===== config.mk =====
export PLATFORM = sky130hd
export DESIGN_NAME = gf180mcu_clkdiv_prog
export DESIGN_NICKNAME = d
export VERILOG_FILES = /design/src/rtl/gf180mcu_clkdiv_prog.sv
export SDC_FILE = /design/constraint.sdc
export NUM_CORES = 1
export LEC_CHECK = 0
export BUFFER_PORTS_ARGS = -buffer_cell sky130_fd_sc_hd__buf_4
export CORE_UTILIZATION = 35
export DETAILED_ROUTE_END_ITERATION = 12
export PLACE_DENSITY = 0.62
export REMOVE_ABC_BUFFERS = 1
export SETUP_SLACK_MARGIN = 0.05
export SYNTH_ARGS = -nofsm -noshare
export SYNTH_HDL_FRONTEND = slang
export SYNTH_SLANG_ARGS = --single-unit
export TNS_END_PERCENT = 100

===== constraint.sdc =====
create_clock -name CLK -period 4.95 [get_ports CLK]
set_input_delay 0.99 -clock CLK [delete_from_list [all_inputs] [get_ports CLK]]
set_output_delay 0.99 -clock CLK [all_outputs]
set_load 0.01 [all_outputs]

===== src/rtl/gf180mcu_clkdiv_prog.sv =====
// rtl/gf180mcu_clkdiv_prog.sv - programmable glitch-free clock divider, ratio/run changes at period boundaries.
// Optional 50% duty for odd ratios via macro GF180MCU_CLKDIV_DUTY50_EN (adds a negedge flop).
module gf180mcu_clkdiv_prog #(
    parameter int WIDTH   = 4,
    parameter int DIV_RST = 2
) (
    input  logic             CLK,
    input  logic             RST,
    input  logic             EN,
    input  logic [WIDTH-1:0] DIV,
    input  logic             LD,
    output logic             ACK,
    output logic             Z,
    output logic             RUNNING
);

    localparam int DIV_RST_CLAMPED = (DIV_RST < 2) ? 2 : DIV_RST;
    localparam logic [WIDTH-1:0] NACT_RST = DIV_RST_CLAMPED[WIDTH-1:0];

    typedef enum logic {IDLE = 1'b0, RUN = 1'b1} state_t;

    state_t           state, state_n;
    logic [WIDTH-1:0] cnt, cnt_n;
    logic [WIDTH-1:0] nact, nact_n;
    logic [WIDTH-1:0] pend, pend_n;
    logic             pend_vld, pend_vld_n;
    logic             zr, zr_n;
    logic             ack_n;
    logic [WIDTH-1:0] half;
    logic [WIDTH-1:0] div_clamped;
    logic             boundary;

    assign half        = nact >> 1;
    assign div_clamped = (DIV < WIDTH'(2)) ? WIDTH'(2) : DIV;
    assign boundary    = (cnt == nact - WIDTH'(1));

    always_ff @(posedge CLK or posedge RST) begin
        if (RST) begin
            state    <= IDLE;
            cnt      <= '0;
            nact     <= NACT_RST;
            pend     <= '0;
            pend_vld <= 1'b0;
            zr       <= 1'b0;
            ACK      <= 1'b0;
        end else begin
            state    <= state_n;
            cnt      <= cnt_n;
            nact     <= nact_n;
            pend     <= pend_n;
            pend_vld <= pend_vld_n;
            zr       <= zr_n;
            ACK      <= ack_n;
        end
    end

    always_comb begin
        state_n    = state;
        cnt_n      = cnt;
        nact_n     = nact;
        pend_n     = pend;
        pend_vld_n = pend_vld;
        zr_n       = zr;
        ack_n      = 1'b0;
        case (state)
            IDLE: begin
                cnt_n = '0;
                zr_n  = 1'b0;
                // No period is running, so a load (or a leftover pending ratio) takes effect at once.
                if (LD) begin
                    nact_n     = div_clamped;
                    ack_n      = 1'b1;
                    pend_vld_n = 1'b0;
                end else if (pend_vld) begin
                    nact_n     = pend;
                    ack_n      = 1'b1;
                    pend_vld_n = 1'b0;
                end
                if (EN) begin
                    state_n = RUN;
                    zr_n    = 1'b1;
                end
            end
            RUN: begin
                if (boundary) begin
                    cnt_n = '0;
                    if (pend_vld) begin
                        nact_n     = pend;
                        ack_n      = 1'b1;
                        pend_vld_n = 1'b0;
                    end
                    if (EN) begin
                        zr_n = 1'b1;
                    end else begin
                        state_n = IDLE;
                        zr_n    = 1'b0;
                    end
                end else begin
                    cnt_n = cnt + WIDTH'(1);
                    zr_n  = ((cnt + WIDTH'(1)) < half);
                end
                // A load on the boundary edge queues behind the ratio being applied there.
                if (LD) begin
                    pend_n     = div_clamped;
                    pend_vld_n = 1'b1;
                end
            end
            default: state_n = IDLE;
        endcase
    end

    assign RUNNING = (state == RUN);

`ifdef GF180MCU_CLKDIV_DUTY50_EN
    logic zf;

    // Holds the high phase half a cycle longer for odd ratios.
    always_ff @(negedge CLK or posedge RST) begin
        if (RST) begin
            zf <= 1'b0;
        end else begin
            zf <= zr & nact[0];
        end
    end

    assign Z = zr | zf;
`else
    assign Z = zr;
`endif

endmodule


[After elaboration in Yosys (flattened, before gate mapping)]
Index checks and enable logic that the tools add are counted.
Word-level totals
  register bits: 16
  latch bits: 0
  bits in writable memories: 0
  bits in read-only memories: 0
  input bits: 8
  output and inout port bits: 3
  word-level logic and storage cells: 35
  memories: 0
Operators by class
  add/subtract/negate cells: 2
  $mul: 0
  divide/modulo/power cells: 0
  order comparisons: 2
  equality and inequality tests: 3
  shifts and indexed selects: 0
  muxes and demuxes: 19
  bitwise operators: 1
  reductions and logical operators: 1
Operators by type and width (number)
  4-bit two-way mux: 5
  4-bit one-hot mux with 2 select lines: 2
  1-bit two-way mux: 8
  1-bit one-hot mux with 2 select lines: 4
  4-bit by 1-bit adder with 4-bit output (second input constant): 1
  4-bit == test: 1
  4-bit by 2-bit < comparator with 1-bit output (second input constant): 1
  4-bit by 3-bit < comparator with 1-bit output: 1
  4-bit by 1-bit subtractor with 4-bit output (second input constant): 1
  3-bit by 2-bit inequality test with 1-bit output (second input constant): 1
  2-bit by 1-bit inequality test with 1-bit output (second input constant): 1
  2-bit AND reduction: 1
  1-bit NOT: 1

[Depth between registers and ports, before layout]
Gate-level depths: netlist (run 1).
  depth after elaboration: 5
  depth in mapped cells: 7
  gate-level depth less buffers: 6

[Worst setup path after synthesis (run 1)]
Ideal clock, no wire load.
  path kind: register to register
  start: register nact[1]
  end: register zr (netlist: Z)
  setup time: 0.125 ns
  arrival: 1.814 ns
  required time: 4.825 ns
  path slack: 3.012 ns
  cell stages (with the launch flop): 7
  path buffers: 0
  period minus slack after synthesis: 1.938 ns
  cells stage by stage: dfstp_2 inv_1 ha_1 xnor3_1 nand3_2 o21ai_1 mux2_2
Between the ends
  cells in the longest elaborated chain, start to end: 4
  elaborated cells between the ends (all ways): 5
  classes of those cells: 1 x add/sub; 1 x order compare; 1 x eq/ne; 2 x mux
RTL lines
  from (decl): RTL line 24  | logic [WIDTH-1:0] nact, nact_n;
  from (signal assigned): RTL line 49  | nact <= nact_n;
  4-bit by 1-bit subtractor with 4-bit output: RTL line 35  | assign boundary = (cnt == nact - WIDTH'(1));
  4-bit == test: RTL line 35
  1-bit two-way mux (*): RTL line 85  | if (boundary) begin
  1-bit one-hot mux with 2 select lines (*): RTL line 65  | case (state)
  net zr_n: RTL line 27  | logic zr, zr_n;
  to (signal assigned): RTL line 52  | zr <= zr_n;
  to (decl): RTL line 27
Mark *: on every way through the listed nets, which the timed path passes. The rest lies on a longest branch.
A chain may end at the register's enable or synchronous reset.

[Worst setup path after layout (run 1)]
Same ends and word-level chain as after synthesis.

==> results of run 1 <==
-- routing by layer --
| metal | up-vias | GRT usage |
|---|---|---|
| li1 | 322 | - |
| met1 | 304 | 0.200 |
| met2 | 9 | 0.226 |
| met3 | 5 | 0.0261 |
| met4 | 0 | 0.0921 |
| met5 | - | 0 |
-- power breakdown --
group / switching, mW / internal, mW
Clock: 0.0435 / 0.0448
Sequential: 0.0664 / 0.194
Combinational: 0.184 / 0.206
-- layout make-up --
type | instances | area (um2)
clock buffers | 4 | 36.3
fillers | 239 | 1280
inverters | 6 | 22.5
multi-input cells | 60 | 444
flip-flops and latches | 16 | 402
well taps | 28 | 35.0
repair buffers | 10 | 75.1
-- logic make-up (layout without fill, tap and decap cells) --
| kind of cell | after synthesis | after routing | synth area share |
|---|---|---|---|
| compound gates | 18 | 18 | 0.144 |
| mux | 3 | 3 | 0.0381 |
| simple gates | 28 | 28 | 0.178 |
| fa+ha+maj | 4 | 4 | 0.0564 |
| xor+xnor | 7 | 7 | 0.0846 |
| flops | 16 | 16 | 0.453 |
| buf+inv | 9 | 20 | 0.0465 |
-- metrics by stage --
| stage | util | area (um2) | worst slack (ps) | instances |
|---|---|---|---|---|
| detailed placement | 0.426 | 978 | 2820 | 120 |
| floorplan | - | 868 | 3010 | 82 |
| global route | 0.442 | 1010 | 2630 | 124 |
| global placement | 0.426 | 978 | 2890 | 120 |
| CTS | 0.442 | 1010 | 2810 | 124 |
| finish | 0.442 | 1010 | 2810 | 124 |
-- critical path, stage by stage, from the launching register on --
cell and delay [ps]:
dfstp_2 560, inv_1 60, ha_1 190, xnor3_1 290, nand3_2 110, o21ai_1 430, mux2_2 390
-- path summary, 6_finish.rpt --
kind / endpoint / slack, ps / cells after the start
min reg2reg: pend[1]$_DFFE_PP0P_ / 510 / 2
min in group asynchronous: pend_vld$_DFFE_PP0P_ / 770 / 2
max in group asynchronous: nact[3]$_DFFE_PP0P_ / 3780 / 2
max reg2reg: Z$_DFF_PP0_ / 2810 / 6
max: Z$_DFF_PP0_ / 2810 / 6
min: pend[1]$_DFFE_PP0P_ / 510 / 2
-- synth_stat cells, types with 2 or more instances --
library cell	number
and3b_1	2
inv_1	6
dfrtp_1	15
nor3_1	5
nor2b_1	2
a221o_1	2
a31oi_1	2
nor2_1	4
o2bb2ai_1	2
a311o_1	2
nand2_1	4
xnor2_1	3
nand3_1	3
ha_1	4
mux2_2	3
o21ai_0	5
xor2_1	3
and2_1	2
-- flip-flops by register name, summed over array words and instances, names as in the netlist --
| signal | flops |
|---|---|
| ACK | 1 |
| cnt | 4 |
| Z | 1 |
| pend_vld | 1 |
| RUNNING | 1 |
| nact | 4 |
| pend | 4 |
-- placed cells by master (no fill, tap or decap), types with 2 or more instances in the layout --
cell,netlist,final
dfrtp_1,15,15
buf_4,0,10
inv_1,6,6
nor3_1,5,5
o21ai_0,5,5
nand2_1,4,4
nor2_1,4,4
ha_1,4,4
xnor2_1,3,3
xor2_1,3,3
mux2_2,3,3
nand3_1,3,3
clkbuf_4,0,3
nor2b_1,2,2
and3b_1,2,2
a31oi_1,2,2
o2bb2ai_1,2,2
a311o_1,2,2
and2_1,2,2
a221o_1,2,2
==> reports/results.tsv, run 1 <==
stage	metric	value	unit
placement	place_hpwl	1.24	mm
drt	drc	0	
die	core_area	2300	um2
die	row_count	17	
final_layout	nets	109	
synth	synth_top_area_share	0.423	
clock_network	cts_resized	0	
critical_path	cp-start-kind	register	
die	ios	11	
synth	synthArstFlopShare	1.00	
critical_path	arrival	2320	ps
die	dieArea	2740	um2
power	p_leak	0.474	nW
placement	port-buffer-count	10	
critical_path	crit_start	nact[1]$_DFFE_PP1P_	
drt	routed-wl-met2	732	um
final_layout	area_growth	14.4	%
die	die_h	52.3	um
critical_path	cp-end-kind	register	
placement	place_congestion	0.840	
final_layout	antenna_cells	0	
hold_path	hold_path.class	reg2reg	
drt	first_iter_violations	10	
global_route	grt_overflow	0	
clock_network	clk_pin_slew	100	ps
sta	timing.fmax	0.467	GHz
sta	finalSetupViolCount	0	
hold_path	holdCritStartpoint	pend[1]$_DFFE_PP0P_	
clock_network	worstSkewPairLatency	290	ps
drt	wl_met1	865	um
global_route	grt_max_degree	17	
clock_network	hold_buffers	0	
synth	ys_top_cells_by_area	dfrtp_1 42%, ha_1 5.6%, mux2_2 3.8%	
synth	ys_ff_latch	16	
critical_path	reg2reg_from	nact[1]$_DFFE_PP1P_	
sta	finClkSkew	0.682	ps
synth	ys_types	34	
sta	period_needed	2140	ps
sta	worst_pin_slew	627	ps
synth	syn-mean-instance-area	10.4	um2
global_route	grt_pass1_vias	654	
sta	relSlewSlack	0.582	
die	chipWidth	52.3	um
run_status	status	complete, no violations	
clock_network	post-cts-setup-buffers	0	
synth	synth_area	887	um2
clock_network	cts_max_path_buffers	2	
critical_path	critPathRequiredTime	5140	ps
die	initial_utilization	0.386	
drt	highest_layer	met4	
sta	rsz0062_at_grt	no	
global_route	grt_pass1_wl	2.88	mm
clock_network	cts_tree	done	
sta	drv_slew	0	
synth	ys_seq_area_frac	0.453	
sta	setup_tns	0	ps
clock_network	cts_buffers	3	
final_layout	layout-drive-gt1-share	0.208	
synth	synth_ff_type	dfrtp_1	
synth	synth_edf_count	0	
sta	holdWs	513	ps
global_route	track_usage	0.151	
clock_network	cts_sinks	16	
drt	met3_wirelength	27	um
drt	via_per_inst	5.16	
job	maxCapViolations	0	
synth	yosys_warnings	0	
drt	vias	640	
clock_network	htreeDepth	1	
sta	hold_viol_final	0	
global_route	antenna_found_initial	0	
critical_path	path_class	reg2reg	
drt	drtAntennaViolNets	0	
drt	wl_per_cell	13.5	um
power	power	0.739	mW
critical_path	cp_max_fo	8	
drt	first_pass_iters	3	
power	ir_drop	0.354	mV
drt	finalWirelength	1.67	mm
synth	syn_inst	85	
clock_network	ctsRootBufferMaster	clkbuf_4	
synth	yosysTopAreaCell	dfrtp_1	
sta	period_share	0.432	
power	cellPowerDensity	728	nW/um2
(Power assumes the default switching activity.)
==> run 2: changes to the inputs <==
--- a/config.mk
+++ b/config.mk
@@ -8,7 +8,7 @@
 export BUFFER_PORTS_ARGS = -buffer_cell sky130_fd_sc_hd__buf_4
 export CORE_UTILIZATION = 35
 export DETAILED_ROUTE_END_ITERATION = 12
-export PLACE_DENSITY = 0.62
+export PLACE_DENSITY = 0.64
 export REMOVE_ABC_BUFFERS = 1
 export SETUP_SLACK_MARGIN = 0.05
 export SYNTH_ARGS = -nofsm -noshare
==> constraint.sdc (replaced) <==
create_clock -name CLK -period 1.72 [get_ports CLK]
set_input_delay 0.344 -clock CLK [delete_from_list [all_inputs] [get_ports CLK]]
set_output_delay 0.344 -clock CLK [all_outputs]
set_load 0.01 [all_outputs]
==> reports/results.tsv, run 2 (synthesized netlist as in run 1, its figures left out) <==
stage	metric	value	unit	change
placement	dpl_cell_area	1060	um2	+8.4%
sta	hold_viol_final	0		unchanged
critical_path	cp-start-kind	register		
die	initial_utilization	0.386		unchanged
drt	via_per_inst	5.20		+0.67%
drt	met3_wirelength	50	um	+85%
sta	worst_pin_slew	600	ps	-27.0 ps
power	power	2.51	mW	+240%
sta	setup_tns	-363	ps	-363 ps
sta	period_share	1.06		+0.626
final_layout	stdcell_area	1130	um2	+12%
final_layout	layout_common_cells	24 x buf_4, 15 x dfrtp_1, 5 x inv_1, 5 x o21ai_0		
global_route	antenna_found_initial	0		unchanged
power	swShare	0.379		-0.0181
power	p_sw	0.951	mW	+220%
sta	period_needed	1820	ps	-319 ps
placement	place_hpwl	1.34	mm	+8.1%
clock_network	htreeDepth	1		unchanged
drt	first_iter_violations	14		+4
global_route	grt_overflow	0		unchanged
critical_path	critPathRequiredTime	1890	ps	-3250 ps
global_route	grt_max_degree	17		unchanged
power	cellPowerDensity	2210	nW/um2	+200%
critical_path	cp_max_fo	6		-2
power	p_leak	0.539	nW	+14%
drt	drc	0		unchanged
power	seqPwrFrac	0.281		-0.071
final_layout	antenna_cells	0		unchanged
hold_path	hold_path.class	in2async		
job	maxCapViolations	0		unchanged
critical_path	ff2ff_setup_slack	-100	ps	-2910 ps
drt	routed-wl-met2	835	um	+14%
die	die_h	52.3	um	unchanged
sta	drv_slew	0		unchanged
clock_network	cts_buffers	3		unchanged
die	chipWidth	52.3	um	unchanged
final_layout	nets	123		+13%
die	row_count	17		unchanged
power	pwr-share-clk	0.080		-0.040
drt	drtAntennaViolNets	0		unchanged
drt	first_pass_iters	4		+1
sta	holdWs	126	ps	-387 ps
final_layout	area_growth	27.8	%	
sta	timing.fmax	0.549	GHz	+18%
sta	finalWorstSetupSlack	-100	ps	-2910 ps
critical_path	reg2reg_from	nact[1]$_DFFE_PP1P_		
clock_network	cts_sinks	16		unchanged
die	ios	11		unchanged
run_status	violations	negative setup slack		
placement	place_congestion	0.787		-6.3%
clock_network	cts_tree	done		
drt	wl_per_cell	13.0	um	-3.5%
critical_path	r2r_cells	6		unchanged
critical_path	reg2reg_to	nact[0]$_DFFE_PP0P_		
global_route	grt_pass1_vias	691		+5.7%
critical_path	arrival	1990	ps	-330 ps
final_layout	reg.largest.list	cnt (4), nact (4), pend (4)		
final_layout	layout-drive-gt1-share	0.345		+0.137
drt	wl_met1	888	um	+2.7%
placement	port-buffer-count	10		unchanged
clock_network	cts_max_path_buffers	2		unchanged
power	ir_drop	1.12	mV	+220%
drt	finalWirelength	1.79	mm	+7.4%
critical_path	crit_start	nact[1]$_DFFE_PP1P_		
placement	dp.cells	131		+9.2%
power	internal_power	1.55	mW	+250%
final_layout	final_core_util	0.493		+0.0517
final_layout	fillers	221		-7.5%
sta	rsz0062_at_grt	yes		
sta	relSlewSlack	0.600		+0.0180
final_layout	fin_cells	138		+11%
clock_network	worstSkewPairLatency	280	ps	about the same
clock_network	hold_buffers	0		unchanged
power	combPwrFrac	0.639		+0.111
die	core_area	2300	um2	unchanged
global_route	track_usage	0.151		+0.000184
placement	pre_cts_slack	-211	ps	-3030 ps
critical_path	cp-end-kind	register		
critical_path	path_class	reg2reg		
global_route	grt_pass1_wl	2.97	mm	+2.9%
final_layout	mostFrequentLayoutCell	buf_4		
clock_network	ctsRootBufferMaster	clkbuf_4		
die	dieArea	2740	um2	unchanged
run_status	status	complete, but fails checks		
clock_network	clk_pin_slew	90	ps	about the same
drt	highest_layer	met4		
sta	finClkSkew	3.11	ps	+2.43 ps
drt	vias	717		+12%
sta	finalSetupViolCount	6		+6
## run 2: cell count changes in the layout (fill, tap and decap cells not counted), sizes merged
cell / previous run / this run
buf: 10 / 24
## run 2: power by group through the flow
stage | clock network, mW | registers (mW) | logic [mW]
2_1_floorplan | 0 | 0.712 | 0.893
3_3_place_gp | 0 | 0.701 | 1.40
3_5_place_dp | 0 | 0.705 | 1.44
4_1_cts | 0.210 | 0.703 | 1.56
5_1_grt | 0.225 | 0.726 | 1.73
6_report | 0.202 | 0.703 | 1.60
## run 2: how the worst max path moves through the flow
stage | endpoint | slack, ps
2_1_floorplan | Z$_DFF_PP0_ | -220
3_5_place_dp | nact[2]$_DFFE_PP0P_ | -210
5_1_grt | nact[3]$_DFFE_PP0P_ | -150
3_3_place_gp | nact[2]$_DFFE_PP0P_ | -160
6_report | nact[0]$_DFFE_PP0P_ | -100
4_1_cts | nact[3]$_DFFE_PP0P_ | -110
## run 2: routing by layer
layer  up-vias  GRT usage
met5         -          0
met4         0     0.0789
met3         2    0.00870
met2        15      0.238
met1       349      0.206
li1        351          -
## run 2: area by class of cell
cell class | instances | area, um2 | area share
sequential | 16 | 402 | 0.354
timing repair buffer | 24 | 180 | 0.159
inverter | 6 | 22.5 | 0.0199
tap | 28 | 35.0 | 0.0309
clock buffer | 4 | 26.3 | 0.0232
multi-input combinational | 60 | 468 | 0.413
## run 2: worst max-delay path, stage by stage (launching register included)
cell and delay (ps):
dfstp_2 550, inv_2 50, ha_4 250, xor2_1 150, nand3_2 120, or2_4 280, a221o_1 320
## run 2: timing repair
action                     in CTS  in global routing
setup endpoints to repair      12                 12
gates resized for setup         4                  1
pin swaps                       7                  5
setup buffers                   2                  1
==> run 3: changes to the inputs <==
--- a/config.mk
+++ b/config.mk
@@ -5,10 +5,11 @@
 export SDC_FILE = /design/constraint.sdc
 export NUM_CORES = 1
 export LEC_CHECK = 0
+export ABC_AREA = 1
 export BUFFER_PORTS_ARGS = -buffer_cell sky130_fd_sc_hd__buf_4
 export CORE_UTILIZATION = 35
 export DETAILED_ROUTE_END_ITERATION = 12
-export PLACE_DENSITY = 0.64
+export PLACE_DENSITY = 0.63
 export REMOVE_ABC_BUFFERS = 1
 export SETUP_SLACK_MARGIN = 0.05
 export SYNTH_ARGS = -nofsm -noshare
==> reports/results.tsv, run 3 <==
stage	metric	value	unit	change
synth	synth_area	943	um2	+6.3%
synth	synth_top_area_share	0.398		-0.0253
drt	drtAntennaViolNets	0		unchanged
critical_path	crit_chain	inv_4 -> ha_4 -> inv_1 -> nand2_1 -> nand2_2 -> nor2_4 -> nand3_4 -> nand2_4 -> nand2_1 -> nand2_1		
critical_path	crit_path_max_incr_delay	590	ps	+40 ps
sta	holdWs	102	ps	-23.3 ps
global_route	grt_overflow	0		unchanged
final_layout	layout-drive-gt1-share	0.227		-0.119
synth	synth_edf_count	0		unchanged
placement	place_congestion	0.844		+7.3%
sta	rsz0062_at_grt	yes		
synth	synthArstFlopShare	1.00		unchanged
run_status	status	complete, no violations		
sta	timing.fmax	0.615	GHz	+12%
sta	relSlewSlack	0.606		+0.00599
drt	drc	0		unchanged
synth	yosys_warnings	0		unchanged
final_layout	area_growth	24.3	%	
global_route	grt_use_met3	0.0226		+0.0139
critical_path	critPathRequiredTime	1950	ps	+60 ps
critical_path	reg2reg_from	nact[1]$_DFFE_PP1P_		
clock_network	cts_tree	done		
global_route	grt_use_met2	0.278		+0.0394
synth	syn-mean-instance-area	7.26	um2	-30%
clock_network	cts_sinks	16		unchanged
sta	worst_pin_slew	591	ps	-8.97 ps
global_route	grt_use_met1	0.205		-0.00166
synth	ys_types	17		-50%
clock_network	clk_pin_slew	100	ps	about the same
drt	first_iter_violations	22		+8
die	dieArea	2910	um2	+6.1%
clock_network	cts_max_path_buffers	2		unchanged
placement	pre_cts_slack	47.1	ps	+258 ps
synth	ys_top_cells_by_area	dfrtp_1 40%, nand2_1 20%, inv_1 6.8%		
synth	post-synth-top-count-cell	nand2_1		
final_layout	stdcell_area	1170	um2	+3.4%
sta	finalSetupViolCount	0		-6
job	maxCapViolations	0		unchanged
sta	period_needed	1630	ps	-193 ps
global_route	grt_pass1_wl	3.38	mm	+14%
die	ios	11		unchanged
critical_path	slowest_stage	dfstp_2		
final_layout	layout_common_cells	47 x nand2_1, 16 x inv_1, 15 x dfrtp_1, 15 x buf_4, 11 x o21ai_0		
placement	place_hpwl	1.52	mm	+13%
hold_path	hold_path.class	in2async		
drt	via_per_inst	4.89		-5.8%
die	chipWidth	53.9	um	+3.0%
global_route	antenna_found_initial	0		unchanged
critical_path	cpMostUsedCell	nand2_1		
critical_path	cp-end-kind	register		
final_layout	nets	163		+33%
global_route	grt.busiest_layer	met2		
power	cellPowerDensity	2090	nW/um2	-5.4%
sta	finalWorstSetupSlack	93.2	ps	+193 ps
synth	yosysTopAreaCell	dfrtp_1		
critical_path	cp_max_fo	5		-1
final_layout	mostFrequentLayoutCell	nand2_1		
drt	vias	881		+23%
synth	syn_inst	130		+53%
die	die_h	53.9	um	+3.0%
placement	dpl_cell_area	1060	um2	+0.35%
clock_network	ctsRootBufferMaster	clkbuf_4		
power	ir_drop	1.06	mV	-5.4%
global_route	grt_max_degree	17		unchanged
critical_path	path_delay_family	simple AND/OR/NAND/NOR gates		
sta	setup_tns	0	ps	+363 ps
clock_network	htreeDepth	1		unchanged
synth	synth_ff_type	dfrtp_1		
critical_path	r2r_cells	10		+4
power	p_leak	0.640	nW	+19%
synth	ys_seq_area_frac	0.426		-0.0270
sta	drv_slew	0		unchanged
critical_path	ff2ff_setup_slack	90	ps	+190 ps
critical_path	arrival	1860	ps	-130 ps
placement	port-buffer-count	10		unchanged
final_layout	final_core_util	0.465		-0.0287
final_layout	fin_cells	180		+30%
critical_path	cp-start-kind	register		
sta	period_share	0.946		-0.112
critical_path	reg2reg_to	ACK$_DFF_PP0_		
drt	wl_per_cell	11.8	um	-9.6%
global_route	track_usage	0.166		+0.0150
sta	hold_viol_final	0		unchanged
die	initial_utilization	0.374		-0.0122
critical_path	path_class	reg2reg		
final_layout	reg.largest.list	cnt (4), nact (4), pend (4)		
critical_path	path_buf_inv	2		+1
drt	finalWirelength	2.12	mm	+18%
die	core_area	2520	um2	+9.8%
final_layout	antenna_cells	0		unchanged
synth	ys_ff_latch	16		unchanged
placement	dp.cells	172		+31%
clock_network	worstSkewPairLatency	300	ps	+20 ps
drt	first_pass_iters	4		unchanged
global_route	grt_pass1_vias	802		+16%
die	row_count	18		+1
power	power	2.45	mW	-2.1%
sta	finClkSkew	6.79	ps	+3.68 ps
clock_network	cts_buffers	3		unchanged
synth	synth_top_cells_by_count	50 x nand2_1, 17 x inv_1, 15 x dfrtp_1, 11 x o21ai_0		
-- run 3: cell count changes after synthesis, sizes merged, moves of 3 or more --
| cell | change |
|---|---|
| nand2 | +47 |
| inv | +14 |
| nand3 | +6 |
| nor2 | +6 |
| nor3 | -5 |
| o21ai | +5 |
| mux2 | -3 |
| xor2 | -3 |
-- run 3: worst reg2reg max path: stages, from the launching register on --
cell	delay [ps]
dfstp_2	590
inv_4	60
ha_4	260
inv_1	30
nand2_1	60
nand2_2	60
nor2_4	150
nand3_4	140
nand2_4	110
nand2_1	60
nand2_1	60
-- run 3: what timing repair did --
item | CTS | global route
pin swaps | 3 | 4
setup buffers | 0 | 2
hold buffers | 0 | 0
cloned | 2 | 0
setup endpoints to repair | 7 | 11
gates resized for setup | 2 | 7
-- run 3: kinds of logic (layout without fill, tap and decap cells) --
group | after synthesis | after routing | share of synthesized area
AND/OR/NAND/NOR | 73 | 75 | 0.334
buffers and inverters | 21 | 39 | 0.0942
flip-flops | 16 | 16 | 0.426
AO/OA/AOI/OAI | 14 | 14 | 0.0743
adder cells (fa/ha/maj) | 4 | 4 | 0.0531
XOR/XNOR | 2 | 2 | 0.0186
-- run 3: layout make-up --
type | instances | area [um2]
fillers | 261 | 1350
multi-input cells | 95 | 507
flip-flops and latches | 16 | 402
repair buffers | 15 | 113
inverters | 20 | 77.6
well taps | 30 | 37.5
clock buffers | 4 | 36.3
-- run 3: per-layer routing --
metal / wire [um] / vias up
met3: 79 / 5
li1: - / 445
met4: 38 / 0
met5: 0 / -
met1: 914 / 409
met2: 1080 / 22
-- run 3: how the worst max path moves through the flow --
stage | from | endpoint | slack [ps] | cells past startpoint
floorplan | nact[1]$_DFFE_PP1P_ | RUNNING$_DFF_PP0_ | 190 | 9
global placement | nact[1]$_DFFE_PP1P_ | RUNNING$_DFF_PP0_ | 110 | 9
detailed placement | nact[1]$_DFFE_PP1P_ | RUNNING$_DFF_PP0_ | 50 | 9
CTS | nact[1]$_DFFE_PP1P_ | nact[2]$_DFFE_PP0P_ | 70 | 10
global route | nact[1]$_DFFE_PP1P_ | pend_vld$_DFFE_PP0P_ | 20 | 9
finish | nact[1]$_DFFE_PP1P_ | ACK$_DFF_PP0_ | 90 | 10
-- run 3: power by group --
| group | internal (mW) | leakage (nW) | switching, mW |
|---|---|---|---|
| combinational | 0.621 | 0.429 | 0.877 |
| sequential | 0.552 | 0.190 | 0.145 |
| clock | 0.129 | 0.0210 | 0.128 |
| total | 1.30 | 0.640 | 1.15 |
